$ cat config.mk
export PLATFORM = sky130hd
export DESIGN_NAME = lzc_norm_pipe
export DESIGN_NICKNAME = d
export VERILOG_FILES = /design/src/rtl/fpu_pkg.sv /design/src/rtl/lzc_tree.sv /design/src/rtl/lzc_norm_pipe.sv
export SDC_FILE = /design/constraint.sdc
export NUM_CORES = 1
export LEC_CHECK = 0
export ABC_CLOCK_PERIOD_IN_PS = 3050
export CAP_MARGIN = 20
export CORE_UTILIZATION = 59
export CTS_CLUSTER_DIAMETER = 150
export DETAILED_ROUTE_END_ITERATION = 10
export GPL_TIMING_DRIVEN = 0
export PLACE_DENSITY = 0.89
export SYNTH_ARGS = -nofsm -noshare
export SYNTH_HDL_FRONTEND = slang
export SYNTH_SLANG_ARGS = --single-unit
$ cat constraint.sdc
create_clock -name clk -period 3.05 [get_ports clk]
set_clock_uncertainty 0.15 [all_clocks]
set_input_delay 0.305 -clock clk [delete_from_list [all_inputs] [get_ports clk]]
set_output_delay 0.305 -clock clk [all_outputs]
set_load 0.02 [all_outputs]
$ cat src/rtl/fpu_pkg.sv
// Shared types and helpers for the FPU zero-count / normalise datapath.
package fpu_pkg;

    typedef enum logic {
        LZC_LEAD  = 1'b0,
        LZC_TRAIL = 1'b1
    } lzc_mode_e;

    // Count width able to represent the value `width` itself (all-zero operand).
    function automatic int cnt_w(input int width);
        return $clog2(width) + 1;
    endfunction

endpackage

$ cat src/rtl/lzc_tree.sv
// Combinational leading-zero counter built as a recursive tree of 4-bit leaves.
module lzc_tree
    import fpu_pkg::*;
#(
    parameter  int WIDTH = 32,
    localparam int CNT_W = cnt_w(WIDTH)
) (
    input  logic [WIDTH-1:0] data_i,
    output logic [CNT_W-1:0] count_o,
    output logic             zero_o
);

    if (WIDTH == 4) begin : g_leaf
        always_comb begin
            zero_o = (data_i == 4'b0000);
            casez (data_i)
                4'b1???: count_o = CNT_W'(0);
                4'b01??: count_o = CNT_W'(1);
                4'b001?: count_o = CNT_W'(2);
                4'b0001: count_o = CNT_W'(3);
                default: count_o = CNT_W'(4);
            endcase
        end
    end else begin : g_node
        localparam int HW = WIDTH / 2;
        localparam int HC = cnt_w(HW);

        logic [HC-1:0] cnt_hi, cnt_lo;
        logic          zero_hi, zero_lo;

        lzc_tree #(.WIDTH(HW)) u_hi (
            .data_i  (data_i[WIDTH-1:HW]),
            .count_o (cnt_hi),
            .zero_o  (zero_hi)
        );

        lzc_tree #(.WIDTH(HW)) u_lo (
            .data_i  (data_i[HW-1:0]),
            .count_o (cnt_lo),
            .zero_o  (zero_lo)
        );

        // A child's count MSB is set only when that half is all zero.
        assign zero_o  = cnt_hi[HC-1] & cnt_lo[HC-1];
        assign count_o = {zero_hi & zero_lo, zero_hi & ~zero_lo,
                          zero_hi ? cnt_lo[HC-2:0] : cnt_hi[HC-2:0]};
    end

endmodule

$ cat src/rtl/lzc_norm_pipe.sv
// Two-stage leading/trailing zero counter and normaliser with valid/ready on both sides.
module lzc_norm_pipe
    import fpu_pkg::*;
#(
    parameter  int WIDTH = 32,
    parameter  int TAG_W = 4,
    localparam int CNT_W = cnt_w(WIDTH)
) (
    input  logic             clk,
    input  logic             rst,
    input  logic             in_valid,
    output logic             in_ready,
    input  logic [WIDTH-1:0] in_data,
    input  logic             in_mode,
    input  logic [TAG_W-1:0] in_tag,
    output logic             out_valid,
    input  logic             out_ready,
    output logic [CNT_W-1:0] out_count,
    output logic             out_zero,
    output logic [WIDTH-1:0] out_norm,
    output logic [TAG_W-1:0] out_tag
);

    logic             s1_valid_q;
    logic [WIDTH-1:0] s1_data_q;
    lzc_mode_e        s1_mode_q;
    logic [TAG_W-1:0] s1_tag_q;
    logic [CNT_W-1:0] s1_cnt_q;
    logic             s1_zero_q;

    logic             s2_valid_q;
    logic [WIDTH-1:0] s2_norm_q;
    logic [CNT_W-1:0] s2_cnt_q;
    logic             s2_zero_q;
    logic [TAG_W-1:0] s2_tag_q;

    logic             s2_adv;
    logic             in_fire;
    logic [WIDTH-1:0] tree_in;
    logic [CNT_W-1:0] cnt_d;
    logic             zero_d;
    logic [WIDTH-1:0] norm_d;
    logic [CNT_W-2:0] shamt;

    assign s2_adv   = ~s2_valid_q | out_ready;
    assign in_ready = ~s1_valid_q | s2_adv;
    assign in_fire  = in_valid & in_ready;

    // Trailing zeros are the leading zeros of the bit-reversed operand.
    always_comb begin
        tree_in = in_data;
        if (lzc_mode_e'(in_mode) == LZC_TRAIL) begin
            for (int i = 0; i < WIDTH; i++) tree_in[i] = in_data[WIDTH-1-i];
        end
    end

    lzc_tree #(.WIDTH(WIDTH)) u_lzc (
        .data_i  (tree_in),
        .count_o (cnt_d),
        .zero_o  (zero_d)
    );

    assign shamt = s1_cnt_q[CNT_W-2:0];

    always_comb begin
        norm_d = '0;
        if (!s1_zero_q) begin
            norm_d = (s1_mode_q == LZC_TRAIL) ? (s1_data_q >> shamt) : (s1_data_q << shamt);
        end
    end

    always_ff @(posedge clk or posedge rst) begin
        if (rst) begin
            s1_valid_q <= 1'b0;
            s1_data_q  <= '0;
            s1_mode_q  <= LZC_LEAD;
            s1_tag_q   <= '0;
            s1_cnt_q   <= '0;
            s1_zero_q  <= 1'b0;
        end else begin
            if (in_fire) begin
                s1_valid_q <= 1'b1;
                s1_data_q  <= in_data;
                s1_mode_q  <= lzc_mode_e'(in_mode);
                s1_tag_q   <= in_tag;
                s1_cnt_q   <= cnt_d;
                s1_zero_q  <= zero_d;
            end else if (s2_adv) begin
                s1_valid_q <= 1'b0;
            end
        end
    end

    always_ff @(posedge clk or posedge rst) begin
        if (rst) begin
            s2_valid_q <= 1'b0;
            s2_norm_q  <= '0;
            s2_cnt_q   <= '0;
            s2_zero_q  <= 1'b0;
            s2_tag_q   <= '0;
        end else if (s2_adv) begin
            s2_valid_q <= s1_valid_q;
            if (s1_valid_q) begin
                s2_norm_q <= norm_d;
                s2_cnt_q  <= s1_cnt_q;
                s2_zero_q <= s1_zero_q;
                s2_tag_q  <= s1_tag_q;
            end
        end
    end

    assign out_valid = s2_valid_q;
    assign out_count = s2_cnt_q;
    assign out_zero  = s2_zero_q;
    assign out_norm  = s2_norm_q;
    assign out_tag   = s2_tag_q;

endmodule
==> results.cfg <==
[run_status]
status = finished, violations left
violations = design-rule violations, negative setup slack

[sta]
finalSetupTns_ns = -0.0717
finalHoldViolCount = 0
fin_crit_sh = 1.02
min_period_ns = 3.12
slew_viol_final = 0
worst_slew_pin_slew_ns = 0.949
setup_violations = 1
max-slew-margin-rel = 0.349
rsz0062_at_grt = no
max_freq_mhz = 320
setup_slack_ns = -0.0717

[final_layout]
final_cell_mix = nand2_1, dfrtp_1, clkdlybuf4s50_1
final_nets = 1102
finalNonFillerCells = 1243
multi_input_comb_area_um2 = 5430
drive_gt1_frac = 0.169
layout_commonest_cell = nand2_1
regArea_um2 = 2230
fin_area_um2 = 9630
nFillCells = 1065
syn2layout_area_growth_pct = 17.5

[logic_synthesis]
ys_types = 65
synth_edf_count = 0
ys_warn_count = 0
ys_async_sr_fraction = 1.00
synth_nets = 1003
synth-main-ff-cell = dfrtp_1
synth_top_area_cell = dfrtp_1
synth-seq-cells = 89
synth.cell_area_um2 = 8200
synth_seq_area_share = 0.272
syn_inst = 962
synth_top_area_share = 0.272
yosys-top-cells-area = dfrtp_1, mux2_2, mux2i_1
syn_area_per_cell_um2 = 8.52

[pwr]
leakagePower_nw = 3.80
max-vdd-ir-drop_v = 0.000287
finalPower_mw = 6.07
power_density_nw_per_um2 = 630

[clocking]
h-tree-depth = 3
cts_buffers = 9
insertion_delay_ns = 0.36
cts.sinks = 89
cts_resized = 0
tritoncts = done
clk_path_buf_depth = 2
cts_hold_buf = 0
cts_setup_buffers = 0
clk_pin_slew_ns = 0.08
clk_root_buffer_cell = clkbuf_16

[global_routing]
grtUsageTotal = 0.520
grt_pass1_vias = 8703
grt_max_degree = 58
grt_pass1_wl_um = 54400
antenna_found_initial = 1
grt-ovfl-total = 0

[setup_path]
cp_max_fo = 10
path_cells = buf_6 > inv_2 > buf_2 > clkbuf_1 > o21ai_0 > o2111ai_1 > o311ai_0
r2r-start = s1_cnt_q[0]
slowest_stage = clkbuf_1
worstSetupStartpoint = s1_cnt_q[0]
end_kind = register
reg2reg_depth = 7
slowest_delay_ns = 0.61
path_class = register to register
required_ns = 3.11
arrival_ns = 3.18
start_kind = register

[placed_design]
place_congestion = 1.13
place_ws_ns = 0.105
place_inst = 1225
dp_hpwl_um = 26600
portBuffers = 85
place_area_um2 = 9310

[routing]
vias = 9303
wl_per_cell_um = 29.2
drt_pre_antenna_iters = 11
avgViaCountPerCell = 7.48
antenna_left = 0
drtIter0Drc = 1869
drc = 14
routed_wirelength_um = 36300

[die]
core_region_area_um2 = 13400
fp.dieH_um = 120
dieWidth_um = 120
dieArea_um2 = 14400
io_pins = 86
initial_utilization = 0.612
num_rows = 42

[run]
maxCapViolations = 0

[hold_path]
worstHoldPathType = primary input to async pin
## power by group
part	internal, mW	switching, mW
registers	1.42	0.248
clock network	0.576	0.556
logic	1.28	1.99
## Yosys cell counts, types with 4 or more instances
cell type,instances
a22oi_1,13
o2111ai_1,8
mux2i_1,66
nand2_1,129
o211ai_1,32
inv_1,17
o21ai_0,65
clkbuf_1,45
nand3_1,17
dfrtp_1,89
nor2b_1,19
a221oi_1,5
nand2b_1,11
o311a_1,4
a32oi_1,4
a21oi_1,56
mux2_2,73
nor3b_1,9
nor3_1,24
a211oi_1,11
o21bai_1,4
o311ai_0,4
buf_6,7
a31oi_1,15
buf_1,5
nor4_1,6
a21o_1,4
mux4_2,21
nor2_1,73
or2_2,9
buf_4,12
o22ai_1,21
buf_2,21
## state kept, by name, summed over array words and instances, names as in the netlist, 4 cells and up
| name | flops |
|---|---|
| out_tag | 4 |
| s1_tag_q | 4 |
| s1_data_q | 32 |
| s1_cnt_q | 6 |
| out_count | 6 |
| out_norm | 32 |
## worst max-delay path: cells and delay by family (launching register included)
kind	cells	cell delay, ns
buffers and inverters	4	1.42
flip-flops	1	0.49
AO/OA/AOI/OAI	3	0.90
## path summary, 6_finish.rpt
check                               end  slack, ns
setup / recovery           out_norm[24]      -0.07
hold / removal             out_norm[27]       0.16
hold reg to reg              out_tag[0]       0.33
min in group clk            s1_tag_q[1]       0.33
max in group asynchronous   out_norm[3]       1.96
setup reg to reg           out_norm[24]      -0.07
## stage by stage
step                hold slack [ns]  utilization
floorplan                     0.260            -
global placement              0.304        0.692
detailed placement            0.314        0.694
CTS                           0.189        0.716
global route                  0.214        0.719
finish                        0.160        0.719
## kinds of logic after synthesis
kind of cell,after synthesis,synth area share
mux,168,0.260
simple gates,308,0.170
compound gates,285,0.230
flops,89,0.272
buf+inv,112,0.0687
## cell type report
class | count | area share
clock inverters | 7 | 0.00728
well taps | 176 | 0.0229
inverters | 19 | 0.00767
multi-input cells | 761 | 0.564
diodes | 1 | 0.000260
repair buffers | 88 | 0.0925
clock buffers | 9 | 0.0234
plain buffers | 93 | 0.0512
flip-flops and latches | 89 | 0.231
## routing by layer
metal / GRT usage / share of wire / routed length, um
met1: 0.649 / 0.35 / 12600
met2: 0.728 / 0.40 / 14600
met3: 0.217 / 0.16 / 5780
met4: 0.355 / 0.088 / 3180
met5: 0 / 0.00091 / 33
Power figures use the tool's default switching activity.
